File: src/rtl/i2s_stereo_window_rx_pkg.sv
// ---------------------------------------------------------------------------
// i2s_stereo_window_rx_pkg
// Purpose : shared definitions for the stereo I2S window receiver.
// Contents: I2S_LEFT word-select level and the receiver FSM state type.
// ---------------------------------------------------------------------------
package i2s_stereo_window_rx_pkg;

  // Word-select level that marks the left channel slot (Philips I2S).
  localparam logic I2S_LEFT = 1'b0;

  typedef enum logic [1:0] {
    SYNC_WAIT = 2'd0,
    LEFT      = 2'd1,
    RIGHT     = 2'd2
  } rx_state_e;

endpackage

File: src/rtl/i2s_sync_edge.sv
// ---------------------------------------------------------------------------
// i2s_sync_edge
// Purpose : brings asynchronous I2S pins into the clk domain.
//   i_edge  : pin whose rising edge is detected (I2S bit clock)
//   i_async : companion pins that only need synchronising (ws, sd)
// Ports:
//   i_clk, i_rst_n : system clock, async active-low reset
//   i_edge         : async edge pin
//   i_async[W-1:0] : async data pins
//   o_sync[W-1:0]  : synchronised data pins, time-aligned with o_rise
//   o_rise         : one-cycle flag, registered, for a synced 0->1 on i_edge
// ---------------------------------------------------------------------------
module i2s_sync_edge #(
  parameter int WIDTH = 2
) (
  input  logic             i_clk,
  input  logic             i_rst_n,
  input  logic             i_edge,
  input  logic [WIDTH-1:0] i_async,
  output logic [WIDTH-1:0] o_sync,
  output logic             o_rise
);

  // [0] metastability stage, [1] synchronised, [2] one cycle older
  logic [2:0]       r_edge_sh;
  logic [WIDTH-1:0] r_meta;
  logic [WIDTH-1:0] r_sync;
  logic [WIDTH-1:0] r_dly;
  logic             r_rise;

  always_ff @(posedge i_clk or negedge i_rst_n) begin
    if (!i_rst_n) begin
      r_edge_sh <= '0;
      r_meta    <= '0;
      r_sync    <= '0;
      r_dly     <= '0;
      r_rise    <= 1'b0;
    end else begin
      r_edge_sh <= {r_edge_sh[1:0], i_edge};
      r_meta    <= i_async;
      r_sync    <= r_meta;
      // The data path carries one extra stage so that, in the cycle the
      // registered rise flag is high, o_sync shows the pins as they were
      // when the synchronised edge pin went high.
      r_dly     <= r_sync;
      r_rise    <= r_edge_sh[1] & ~r_edge_sh[2];
    end
  end

  assign o_sync = r_dly;
  assign o_rise = r_rise;

endmodule

File: src/rtl/i2s_stereo_window_rx.sv
// ---------------------------------------------------------------------------
// i2s_stereo_window_rx
// Purpose : deserialises one stereo Philips-I2S stream into left/right
//           sample pairs, strobes each complete pair and numbers the pairs
//           within windows of WINDOW_SAMPLES for the beam-forming stage.
// Ports:
//   clk             : system clock (>= 4x i2s_sck)
//   reset_n         : async active-low reset (deassertion synchronised here)
//   enable          : 0 holds the receiver idle and forces a resync
//   i2s_sck/ws/sd   : asynchronous I2S pins (ws 0 = left)
//   left_data_out   : last complete left sample
//   right_data_out  : last complete right sample
//   sample_valid    : one-cycle strobe, new pair on the data outputs
//   sample_index    : position of the presented pair in its window
//   window_done     : strobes with the last pair of a window
//   frame_error     : one-cycle strobe, slot length differed from SLOT_WIDTH
// ---------------------------------------------------------------------------
module i2s_stereo_window_rx
  import i2s_stereo_window_rx_pkg::*;
#(
  parameter int DATA_WIDTH     = 16,
  parameter int SLOT_WIDTH     = 32,
  parameter int WINDOW_SAMPLES = 90
) (
  input  logic                              clk,
  input  logic                              reset_n,
  input  logic                              enable,
  input  logic                              i2s_sck,
  input  logic                              i2s_ws,
  input  logic                              i2s_sd,
  output logic [DATA_WIDTH-1:0]             left_data_out,
  output logic [DATA_WIDTH-1:0]             right_data_out,
  output logic                              sample_valid,
  output logic [$clog2(WINDOW_SAMPLES)-1:0] sample_index,
  output logic                              window_done,
  output logic                              frame_error
);

  // One spare bit lets the saturating counter tell an over-long slot apart
  // from a correct one.
  localparam int CNT_W = $clog2(SLOT_WIDTH) + 1;
  localparam int IDX_W = $clog2(WINDOW_SAMPLES);

  localparam logic [CNT_W-1:0] DATA_BITS = CNT_W'(DATA_WIDTH);
  localparam logic [CNT_W-1:0] SLOT_LAST = CNT_W'(SLOT_WIDTH - 1);
  localparam logic [IDX_W-1:0] IDX_LAST  = IDX_W'(WINDOW_SAMPLES - 1);

  // Reset: asserted asynchronously, released on clk.
  logic [1:0] r_rst_sync;
  logic       w_rst_n;

  always_ff @(posedge clk or negedge reset_n) begin
    if (!reset_n) r_rst_sync <= 2'b00;
    else          r_rst_sync <= {r_rst_sync[0], 1'b1};
  end

  assign w_rst_n = r_rst_sync[1];

  // Pin synchronisation: sck provides the rise flag, ws/sd ride along.
  logic [1:0] w_pins_s;
  logic       w_sck_rise;
  logic       w_ws_s;
  logic       w_sd_s;

  i2s_sync_edge #(
    .WIDTH (2)
  ) u_sync (
    .i_clk   (clk),
    .i_rst_n (w_rst_n),
    .i_edge  (i2s_sck),
    .i_async ({i2s_sd, i2s_ws}),
    .o_sync  (w_pins_s),
    .o_rise  (w_sck_rise)
  );

  assign w_ws_s = w_pins_s[0];
  assign w_sd_s = w_pins_s[1];

  // Slot tracking
  rx_state_e             r_state;
  rx_state_e             w_state_nxt;
  logic                  r_ws_prev;
  logic [CNT_W-1:0]      r_bit_cnt;
  logic [DATA_WIDTH-1:0] r_shift;
  logic [DATA_WIDTH-1:0] r_left_hold;
  logic [IDX_W-1:0]      r_next_idx;

  logic                  w_ws_edge;
  logic                  w_slot_ok;
  logic [DATA_WIDTH-1:0] w_word;
  logic                  w_latch_left;
  logic                  w_pair_good;
  logic                  w_frame_err;

  // A ws change at rise k means bit k is the LSB of the slot being closed.
  assign w_ws_edge = w_ws_s ^ r_ws_prev;
  assign w_slot_ok = (r_bit_cnt == SLOT_LAST);
  // Word including the current bit; bits past DATA_WIDTH are dropped.
  assign w_word    = (r_bit_cnt < DATA_BITS) ? {r_shift[DATA_WIDTH-2:0], w_sd_s}
                                             : r_shift;

  always_comb begin
    w_state_nxt  = r_state;
    w_latch_left = 1'b0;
    w_pair_good  = 1'b0;
    w_frame_err  = 1'b0;
    if (!enable) begin
      w_state_nxt = SYNC_WAIT;
    end else if (w_sck_rise && w_ws_edge) begin
      case (r_state)
        SYNC_WAIT: begin
          if (w_ws_s == I2S_LEFT) w_state_nxt = LEFT;
        end
        LEFT: begin
          if (w_slot_ok) begin
            w_latch_left = 1'b1;
            w_state_nxt  = RIGHT;
          end else begin
            w_frame_err  = 1'b1;
            w_state_nxt  = SYNC_WAIT;
          end
        end
        RIGHT: begin
          if (w_slot_ok) begin
            w_pair_good  = 1'b1;
            w_state_nxt  = LEFT;
          end else begin
            w_frame_err  = 1'b1;
            w_state_nxt  = SYNC_WAIT;
          end
        end
        default: w_state_nxt = SYNC_WAIT;
      endcase
    end
  end

  always_ff @(posedge clk or negedge w_rst_n) begin
    if (!w_rst_n) r_state <= SYNC_WAIT;
    else          r_state <= w_state_nxt;
  end

  always_ff @(posedge clk or negedge w_rst_n) begin
    if (!w_rst_n) begin
      r_ws_prev      <= 1'b0;
      r_bit_cnt      <= '0;
      r_shift        <= '0;
      r_left_hold    <= '0;
      r_next_idx     <= '0;
      left_data_out  <= '0;
      right_data_out <= '0;
      sample_valid   <= 1'b0;
      sample_index   <= '0;
      window_done    <= 1'b0;
      frame_error    <= 1'b0;
    end else begin
      sample_valid <= 1'b0;
      window_done  <= 1'b0;
      frame_error  <= 1'b0;
      // ws history keeps running while disabled so that only a ws edge
      // seen after enable returns can start a capture.
      if (w_sck_rise) r_ws_prev <= w_ws_s;

      if (!enable) begin
        r_bit_cnt    <= '0;
        r_shift      <= '0;
        r_next_idx   <= '0;
        sample_index <= '0;
      end else begin
        if (w_sck_rise) begin
          if (w_ws_edge) begin
            r_bit_cnt <= '0;
            r_shift   <= '0;
          end else begin
            r_shift <= w_word;
            if (r_bit_cnt != '1) r_bit_cnt <= r_bit_cnt + 1'b1;
          end
        end

        if (w_latch_left) r_left_hold <= w_word;

        if (w_pair_good) begin
          left_data_out  <= r_left_hold;
          right_data_out <= w_word;
          sample_valid   <= 1'b1;
          sample_index   <= r_next_idx;
          window_done    <= (r_next_idx == IDX_LAST);
          r_next_idx     <= (r_next_idx == IDX_LAST) ? '0 : r_next_idx + 1'b1;
        end

        if (w_frame_err) frame_error <= 1'b1;
      end
    end
  end

endmodule
File: config.mk
export PLATFORM = sky130hd
export DESIGN_NAME = i2s_stereo_window_rx
export DESIGN_NICKNAME = d
export VERILOG_FILES = /design/src/rtl/i2s_stereo_window_rx_pkg.sv /design/src/rtl/i2s_sync_edge.sv /design/src/rtl/i2s_stereo_window_rx.sv
export SDC_FILE = /design/constraint.sdc
export NUM_CORES = 1
export LEC_CHECK = 0
export ABC_CLOCK_PERIOD_IN_PS = 3900
export CAP_MARGIN = 25
export CORE_ASPECT_RATIO = 1.4
export CORE_MARGIN = 8
export CORE_UTILIZATION = 56
export CTS_CLUSTER_DIAMETER = 120
export CTS_CLUSTER_SIZE = 28
export DETAILED_ROUTE_END_ITERATION = 7
export PLACE_DENSITY = 0.83
export SETUP_SLACK_MARGIN = 0.15
export SLEW_MARGIN = 40
export SYNTH_ARGS = -nofsm -noshare
export SYNTH_HDL_FRONTEND = slang
export SYNTH_SLANG_ARGS = --single-unit
File: constraint.sdc
create_clock -name clk -period 3.9 [get_ports clk]
set_clock_uncertainty 0.05 [all_clocks]
set_input_delay 0.975 -clock clk [delete_from_list [all_inputs] [get_ports clk]]
set_output_delay 0.975 -clock clk [all_outputs]
set_load 0.02 [all_outputs]
==> flow_summary.toml, run 1 <==
[status]
status = "finished clean"

[route]
wl_per_cell_um = 16.51
drt_pre_antenna_iters = 4
vias_per_cell = 5.627
final_antenna_net_count = 0
drt_wl_total_um = 7793
drtIter0Drc = 152
drt_drc_violations_left = 0
vias = 2656

[grt]
overflow = 0
grt_use_total = 0.1601
grt_max_degree = 45
grt_pass1_vias = 2745
antenna_found_initial = 0
grt_first_pass_wirelength_um = 13240

[yosys]
async_flop_share = 1.000
synth_fa_ha_area_frac = 0.02069
yosysTopAreaCell = "dfrtp_1"
synth_area_sq_um = 4233
netlist_top_cells_count = "102 x dfrtp_1, 57 x mux2_2, 21 x a22o_1"
synth-xor-area-share = 0.009755
syn_area_per_cell_sq_um = 13.35
synth_nets = 330
ys_ff_latch = 102
synth_compound_area_frac = 0.09193
yosysTopAreaCellShare = 0.6030
yosys.area_share.simple = 0.07419
ys_types = 42
yosysSeqAreaShare = 0.6030
yosysWarnings = 0
synth.most_common_cell = "dfrtp_1"
synth_edf_count = 0
synthTopCellsByArea = "dfrtp_1 60%, mux2_2 15%, a22o_1 4.3%, ha_1 2.1%, nand2_1 1.7%"
synth_top_family_by_area = "multiplexers"
synth_mux_area_frac = 0.1682
syn-instance-count = 317
ys.flop_type = "dfrtp_1"

[worst_setup_path]
worstSetupStartpointType = "input port"
r2r-start = "r_bit_cnt[1]$_DFFE_PN0P_"
critPathRequiredTime_ns = 4.10
arrival_ns = 2.99
startpoint = "enable"
path_class = "input port to register"
endpoint_kind = "register"
critPathMaxFanout = 10

[die]
initial_core_util = 0.5750
core_sq_um = 7361
dieArea_sq_um = 10640
die_y_um = 118.9
core.rowCount = 37
die_width_um = 89.48
io_pins = 48

[clock_tree]
ctsHtreeMaxLevel = 3
post_cts_buffers = 0
cts_tree = "yes"
insertion_delay_ns = 0.37
clock_path_buffers = 2
cts-buffers-inserted = 9
numClockSinks = 102
cts_resized = 0
root_buffer = "clkbuf_8"
clk_pin_slew_ns = 0.10
postCtsHoldBufs = 0

[power_and_ir_drop]
p_seq_frac = 0.591
pwr-share-clk = 0.374
power_frac_comb = 0.035
netSwitchingPower_uw = 422.5
power.switching_fraction = 0.2304
power_density_nw_per_um2 = 364.1
ir_drop_uv = 227.4
p_leak_nw = 2.381
internal_power_mw = 1.411

[layout]
area_delta_synth_final_pct = 18.95
antennaDiodeCount = 0
nNetsFinal = 383
drive_above_1_share = 0.2373

[timing]
setup_tns_ns = 0
hold_slack_ns = 0.2257
finalCritPeriodShare = 0.7140
rsz0062_at_grt = "false"
period_needed_ns = 2.785
finalMaxSlewViolations = 0
hold_violations = 0
setup_viol = 0
max_freq_ghz = 0.3591

[placed_design]
post-dp-hpwl_um = 5379
port_buffers = 47
gp_congestion = 0.8545

[worst_hold_path]
hp-class = "register to async pin"

[flow_run]
drv_cap = 0
==> power groups by stage <==
stage / clock network [mW] / logic [mW] / registers (mW)
CTS: 0.700 / 0.0659 / 1.08
floorplan: 0 / 0.0323 / 1.11
global placement: 0 / 0.0524 / 1.11
finish: 0.685 / 0.0645 / 1.08
global route: 0.746 / 0.0729 / 1.09
detailed placement: 0 / 0.0656 / 1.11
==> final timing paths <==
kind,slack [ns],endpoint,depth (start not counted)
max in group asynchronous,2.61,r_left_hold[3]$_DFFE_PN0P_,2
hold / removal,0.23,left_data_out[10]$_DFFE_PN0P_,0
setup / recovery,1.12,r_left_hold[8]$_DFFE_PN0P_,6
hold reg to reg,0.23,left_data_out[10]$_DFFE_PN0P_,0
setup reg to reg,1.38,r_left_hold[8]$_DFFE_PN0P_,6
min in group clk,0.31,u_sync.r_sync[1]$_DFF_PN0_,0
==> critical path, cell delays in order <==
cell	delay, ns
clkdlybuf4s50_1	0.63
nand2_1	0.20
nor2_1	0.15
and3_1	0.40
buf_4	0.28
mux2_2	0.35
==> cell families after synthesis <==
group                      Yosys count
DFF                                102
muxes                               64
and+or+nand+nor                     58
AOI/OAI and AO/OA                   56
buffers and inverters               26
adders and majority gates            7
xor gates and xnor gates             3
other                                1
==> stage by stage <==
step / worst slack [ns] / std cells / power [mW] / area (sq um) / utilization
6_report: 1.116 / 472 / 1.833 / 5035 / 0.6840
4_1_cts: 1.123 / 472 / 1.850 / 5035 / 0.6840
3_3_place_gp: 0.8177 / 455 / 1.165 / 4810 / 0.6534
5_1_grt: 0.9926 / 472 / 1.906 / 5035 / 0.6840
2_1_floorplan: 0.7983 / 317 / 1.142 / 4233 / -
3_5_place_dp: 0.7337 / 456 / 1.171 / 4830 / 0.6561
==> routing by layer <==
metal | wire (um) | GRT usage | share of wire
met1 | 3291 | 0.1954 | 0.42
met2 | 4100 | 0.2591 | 0.53
met3 | 307 | 0.03441 | 0.039
met4 | 94 | 0.07837 | 0.012
met5 | 0 | 0 | 0
==> cells in the final DEF (no fill, tap or decap), types with 2 or more instances in the layout <==
master / instances
and3_1: 4
dfrtp_1: 101
a31oi_1: 2
nand3_1: 6
clkdlybuf4s50_1: 47
and3b_1: 2
o22ai_1: 2
nand2_1: 19
mux2_2: 57
inv_1: 11
a21oi_1: 10
a22o_1: 21
ha_1: 7
mux2i_1: 7
buf_4: 8
nor3b_1: 2
inv_6: 3
o21ai_1: 5
a211oi_1: 2
clkbuf_8: 10
or4_1: 3
nor2_1: 11
nand4_1: 2
o21ai_0: 9
==> flip-flops by register name, summed over array words and instances (netlist names) <==
signal / cells
left_data_out: 16
u_sync.o_sync: 2
r_left_hold: 16
sample_valid: 1
frame_error: 1
u_sync.r_meta: 2
u_sync.r_edge_sh: 3
sample_index: 7
r_bit_cnt: 6
r_ws_prev: 1
r_next_idx: 7
r_rst_sync: 2
r_state: 2
right_data_out: 16
u_sync.o_rise: 1
u_sync.r_sync: 2
window_done: 1
r_shift: 16
==> final cells by class <==
type / count / area, sq um
Sequential cell: 102 / 2556
Fill cell: 525 / 2326
Multi-Input combinational cell: 189 / 1556
Timing Repair Buffer: 56 / 550.5
Clock buffer: 11 / 141.4
Tap cell: 97 / 121.4
Clock inverter: 5 / 63.81
Inverter: 12 / 45.04
Note: power is estimated with default switching activity, not from simulation.
==> inputs of run 2 (changes only) <==
--- a/config.mk
+++ b/config.mk
@@ -5,15 +5,15 @@
 export SDC_FILE = /design/constraint.sdc
 export NUM_CORES = 1
 export LEC_CHECK = 0
-export ABC_CLOCK_PERIOD_IN_PS = 3900
+export ABC_CLOCK_PERIOD_IN_PS = 2270
 export CAP_MARGIN = 25
 export CORE_ASPECT_RATIO = 1.4
 export CORE_MARGIN = 8
-export CORE_UTILIZATION = 56
+export CORE_UTILIZATION = 50
 export CTS_CLUSTER_DIAMETER = 120
 export CTS_CLUSTER_SIZE = 28
 export DETAILED_ROUTE_END_ITERATION = 7
-export PLACE_DENSITY = 0.83
+export PLACE_DENSITY = 0.78
 export SETUP_SLACK_MARGIN = 0.15
 export SLEW_MARGIN = 40
 export SYNTH_ARGS = -nofsm -noshare
==> constraint.sdc (replaced) <==
create_clock -name clk -period 2.27 [get_ports clk]
set_clock_uncertainty 0.05 [all_clocks]
set_input_delay 0.5675 -clock clk [delete_from_list [all_inputs] [get_ports clk]]
set_output_delay 0.5675 -clock clk [all_outputs]
set_load 0.02 [all_outputs]
==> run 2 against run 1 <==
Core utilization fell by 4.9 points. Highest routed layer unchanged. Worst hold slack got worse by 0.048 ns. Largest power group unchanged. Die area rose by 10%. Non-clock buffer count rose by 7.
==> flow_summary.toml, run 2 (synthesis gave the netlist of run 1 again) <==
[route]
final_antenna_net_count = 0
drt_wl_total_um = 8447
wl_per_cell_um = 17.49
m1WireLength_um = 3475
drtIter0Drc = 121
drt_drc_violations_left = 0
vias_per_cell = 5.642
routed-wl-met3_um = 366
maxUsedRoutingLayer = "met4"
drt_pre_antenna_iters = 4
vias = 2725
wl_met2_um = 4346

[placed_design]
placed_cell_area_sq_um = 4895
port_buffers = 47
post-dp-hpwl_um = 5524
gp_congestion = 0.8129

[power_and_ir_drop]
p_total_mw = 3.384
power_density_nw_per_um2 = 650.2
ir_drop_uv = 437.5
p_seq_frac = 0.549
internal_power_mw = 2.649
p_leak_nw = 2.450
netSwitchingPower_uw = 735.7
pwr-share-clk = 0.412
power_frac_comb = 0.038
power.switching_fraction = 0.2174

[worst_setup_path]
endpoint_kind = "register"
r2r-start = "r_bit_cnt[0]$_DFFE_PN0P_"
path_class = "register to register"
worstSetupStartpointType = "register"
crit_slowest_cell = "dfrtp_1"
worstRegToRegCells = 7
reg2reg_slack_ns = 0.14
arrival_ns = 2.31
startpoint = "r_bit_cnt[0]$_DFFE_PN0P_"
critPathRequiredTime_ns = 2.45
critPathMaxStageDelay_ns = 0.40
path_delay_family = "buffers and inverters"
cp_cell_sequence = "ha_2 > nand3_1 > buf_4 > nor4_4 > buf_4 > buf_8 > mux2_2"
crit_path_frequent_cell = "buf_4"
critPathMaxFanout = 23
worst-path-buf-inv = 3
r2r-end = "right_data_out[4]$_DFFE_PN0P_"

[clock_tree]
cts_tree = "yes"
postCtsHoldBufs = 0
clk_pin_slew_ns = 0.06
cts-buffers-inserted = 9
root_buffer = "clkbuf_16"
numClockSinks = 102
clock_path_buffers = 2
insertion_delay_ns = 0.34
ctsHtreeMaxLevel = 3

[timing]
finalCritPeriodShare = 0.9401
slew-limit-headroom = 0.5143
worstMarginPinSlew_ns = 0.7285
hold_violations = 0
rsz0062_at_grt = "false"
finalMaxSlewViolations = 0
setup_tns_ns = 0
max_freq_ghz = 0.4686
period_needed_ns = 2.134
setup_viol = 0

[die]
core.rowCount = 39
initial_core_util = 0.5163
core_sq_um = 8198
die_y_um = 124.9
io_pins = 48
die_width_um = 93.76
dieArea_sq_um = 11710

[layout]
nNetsFinal = 390
nFillCells = 622
antennaDiodeCount = 0
area_delta_synth_final_pct = 22.97
most-common-layout-cells = "101 x dfrtp_1, 57 x mux2_2, 47 x clkdlybuf4s50_1"
final_common_cell = "dfrtp_1"
utilization = 0.6349
drive_above_1_share = 0.2572
fin_area_sq_um = 5205

[grt]
grt_max_degree = 78
grt_first_pass_wirelength_um = 13760
overflow = 0
grt_pass1_vias = 2859
antenna_found_initial = 0
grt_use_total = 0.1471

[flow_run]
drv_cap = 0

[status]
status = "finished clean"

[worst_hold_path]
hp-class = "register to async pin"
run 2: cell types whose count changed in the layout (fill, tap and decap cells not counted), moves of 3 or more:
| cell | change |
|---|---|
| clkbuf_16 | +10 |
| clkbuf_8 | -9 |
| buf_4 | +4 |
| inv_6 | -3 |
run 2: per-stage QoR:
| step | hold WS (ns) | worst slack [ns] | instances |
|---|---|---|---|
| after floorplan | 0.2219 | 0.3420 | 317 |
| final | 0.1778 | 0.1360 | 483 |
| after global routing | 0.2111 | 0.02904 | 483 |
| after CTS | 0.1860 | 0.1806 | 480 |
| after global placement | 0.1801 | -0.1276 | 465 |
| after detailed placement | 0.1852 | -0.07737 | 465 |
run 2: timing repair:
| action | 4_1_cts | 5_1_grt |
|---|---|---|
| resized for setup | 0 | 5 |
| setup endpoints to repair | 0 | 42 |
| setup buffers | 0 | 2 |
run 2: layout make-up:
| cell class | instances | area, sq um | share of cell area |
|---|---|---|---|
| Clock buffer | 12 | 246.5 | 0.04736 |
| Clock inverter | 3 | 21.27 | 0.004087 |
| Inverter | 12 | 45.04 | 0.008654 |
| Multi-Input combinational cell | 189 | 1568 | 0.3012 |
| Sequential cell | 102 | 2556 | 0.4911 |
| Tap cell | 102 | 127.6 | 0.02452 |
| Timing Repair Buffer | 63 | 640.6 | 0.1231 |
run 2: worst max-delay path by stage:
| stage | cells after the start | slack [ns] | to |
|---|---|---|---|
| 2_1_floorplan | 7 | 0.34 | r_left_hold[10]$_DFFE_PN0P_ |
| 6_report | 7 | 0.14 | right_data_out[4]$_DFFE_PN0P_ |
| 3_5_place_dp | 6 | -0.08 | r_left_hold[5]$_DFFE_PN0P_ |
| 5_1_grt | 7 | 0.03 | right_data_out[0]$_DFFE_PN0P_ |
| 4_1_cts | 6 | 0.18 | left_data_out[6]$_DFFE_PN0P_ |
| 3_3_place_gp | 4 | -0.13 | r_shift[15]$_DFFE_PN0P_ |
run 2: worst register-to-register path: cells and delay by family, from the launching register on:
kind                     cells  cell delay, ns
buffers and inverters        3            0.58
flip-flops                   1            0.40
adder cells (fa/ha/maj)      1            0.23
multiplexers                 1            0.36
AND/OR/NAND/NOR              2            0.41
run 2: metal layers:
metal / vias to the layer above / track usage
li1: 1261 / -
met1: 1387 / 0.1685
met2: 59 / 0.2410
met3: 18 / 0.03378
met4: 0 / 0.08716
met5: - / 0
run 2: power groups by stage:
| stage | Combinational (mW) | Clock, mW | Sequential [mW] |
|---|---|---|---|
| floorplan | 0.0555 | 0 | 1.91 |
| global placement | 0.124 | 0 | 1.89 |
| detailed placement | 0.130 | 0 | 1.89 |
| CTS | 0.132 | 1.44 | 1.86 |
| global route | 0.146 | 1.49 | 1.86 |
| finish | 0.130 | 1.40 | 1.86 |
==> inputs of run 3 (changes only) <==
--- a/config.mk
+++ b/config.mk
@@ -14,7 +14,7 @@
 export CTS_CLUSTER_SIZE = 28
 export DETAILED_ROUTE_END_ITERATION = 7
 export PLACE_DENSITY = 0.78
-export SETUP_SLACK_MARGIN = 0.15
+export SETUP_SLACK_MARGIN = 0.1
 export SLEW_MARGIN = 40
 export SYNTH_ARGS = -nofsm -noshare
 export SYNTH_HDL_FRONTEND = slang
==> run 3 against run 2 <==
Clock power hardly changed. First-iteration DRC count down 18%. Worst hold slack about the same. Flip-flop and latch count is the same. Non-clock buffer count down 3.
==> flow_summary.toml, run 3 (synthesis gave the netlist of run 1 again) <==
[timing]
slew-limit-headroom = 0.5123
finalWorstSetupSlack_ns = 0.1883
hold_violations = 0
finalMaxSlewViolations = 0
worstMarginPinSlew_ns = 0.7316
setup_tns_ns = 0
period_needed_ns = 2.082
setup_viol = 0
finalCritPeriodShare = 0.9170
max_freq_ghz = 0.4804
rsz0062_at_grt = "false"

[clock_tree]
post_cts_buffers = 0
numClockSinks = 102
root_buffer = "clkbuf_16"
postCtsHoldBufs = 0
ctsHtreeMaxLevel = 3
clock_path_buffers = 2
insertion_delay_ns = 0.34
cts-buffers-inserted = 9
clk_pin_slew_ns = 0.06
cts_resized = 0
cts_tree = "yes"

[route]
drt_drc_violations_left = 0
drt_wl_total_um = 8126
routed-wl-met3_um = 347
m1WireLength_um = 3406
vias_per_cell = 5.602
vias = 2689
wl_met2_um = 4130
wl_per_cell_um = 16.93
drtIter0Drc = 99
drt_pre_antenna_iters = 4
final_antenna_net_count = 0
maxUsedRoutingLayer = "met4"

[worst_setup_path]
cp_cell_sequence = "ha_1 > nand3_1 > buf_4 > nor4_4 > buf_12 > mux2_2"
path_class = "register to register"
worstRegToRegCells = 6
critPathMaxFanout = 47
critPathMaxStageDelay_ns = 0.40
arrival_ns = 2.26
crit_slowest_cell = "dfrtp_1"
worstSetupStartpointType = "register"
critPathRequiredTime_ns = 2.45
endpoint_kind = "register"

[placed_design]
port_buffers = 47
gp_congestion = 0.8129
post-place-ws_ns = -0.07737
dp.cells = 465
post-dp-hpwl_um = 5524

[power_and_ir_drop]
ir_drop_uv = 437.7
p_seq_frac = 0.550
netSwitchingPower_uw = 732.6
internal_power_mw = 2.648
p_leak_nw = 2.432
p_total_mw = 3.381
pwr-share-clk = 0.412
power.switching_fraction = 0.2167
power_frac_comb = 0.038
power_density_nw_per_um2 = 654.9

[die]
dieArea_sq_um = 11710
initial_core_util = 0.5163
core_sq_um = 8198
die_y_um = 124.9
die_width_um = 93.76
core.rowCount = 39
io_pins = 48

[grt]
antenna_found_initial = 0
grt_first_pass_wirelength_um = 13760
grt_pass1_vias = 2859
grt_use_total = 0.1471
grt_max_degree = 78
overflow = 0

[worst_hold_path]
hp-class = "register to async pin"

[layout]
most-common-layout-cells = "101 x dfrtp_1, 57 x mux2_2, 47 x clkdlybuf4s50_1"
nNetsFinal = 387
drive_above_1_share = 0.2434
final_common_cell = "dfrtp_1"
utilization = 0.6297
antennaDiodeCount = 0
nFillCells = 626
area_delta_synth_final_pct = 21.96
final_cell_count_no_fill = 480

[flow_run]
drv_cap = 0

[status]
status = "finished clean"
-- run 3: changes by cell type in the layout (fill, tap and decap cells not counted), sizes merged --
| cell | delta |
|---|---|
| clkbuf | -1 |
| buf | -2 |
-- run 3: power by group through the flow --
stage / registers [mW] / clock network (mW) / logic (mW)
floorplan: 1.91 / 0 / 0.0555
global placement: 1.89 / 0 / 0.124
detailed placement: 1.89 / 0 / 0.130
CTS: 1.86 / 1.44 / 0.132
global route: 1.86 / 1.49 / 0.146
finish: 1.86 / 1.39 / 0.129
-- run 3: worst paths after layout --
path / startpoint / to / slack [ns]
max in group asynchronous: r_rst_sync[1]$_DFF_PN0_ / r_bit_cnt[0]$_DFFE_PN0P_ / 1.30
min in group clk: r_rst_sync[0]$_DFF_PN0_ / r_rst_sync[1]$_DFF_PN0_ / 0.30
hold reg to reg: r_rst_sync[1]$_DFF_PN0_ / right_data_out[11]$_DFFE_PN0P_ / 0.18
setup / recovery: r_bit_cnt[0]$_DFFE_PN0P_ / left_data_out[15]$_DFFE_PN0P_ / 0.19
hold / removal: r_rst_sync[1]$_DFF_PN0_ / right_data_out[11]$_DFFE_PN0P_ / 0.18
setup reg to reg: r_bit_cnt[0]$_DFFE_PN0P_ / left_data_out[15]$_DFFE_PN0P_ / 0.19
-- run 3: through the flow --
| step | hold WS, ns | area, sq um |
|---|---|---|
| final | 0.1779 | 5162 |
| after detailed placement | 0.1852 | 4895 |
| after global routing | 0.2111 | 5162 |
| after global placement | 0.1801 | 4891 |
| after floorplan | 0.2219 | 4234 |
| after CTS | 0.1860 | 5162 |
-- run 3: metal layers --
metal | GRT usage | up-vias
li1 | - | 1255
met1 | 0.1685 | 1367
met2 | 0.2410 | 51
met3 | 0.03378 | 16
met4 | 0.08716 | 0
met5 | 0 | -
-- run 3: layout make-up --
| cell class | count | area [sq um] | share of cell area |
|---|---|---|---|
| clock buffers | 12 | 246.5 | 0.04775 |
| clock inverters | 3 | 21.27 | 0.004120 |
| inverters | 12 | 45.04 | 0.008725 |
| multi-input cells | 189 | 1560 | 0.3022 |
| flip-flops and latches | 102 | 2556 | 0.4952 |
| well taps | 102 | 127.6 | 0.02472 |
| repair buffers | 60 | 605.6 | 0.1173 |
-- run 3: critical path: cells and delay by family, from the launching register on --
family | cells | cell delay [ns]
buf+inv | 2 | 0.45
mux | 1 | 0.36
flops | 1 | 0.40
simple gates | 2 | 0.44
fa+ha+maj | 1 | 0.23
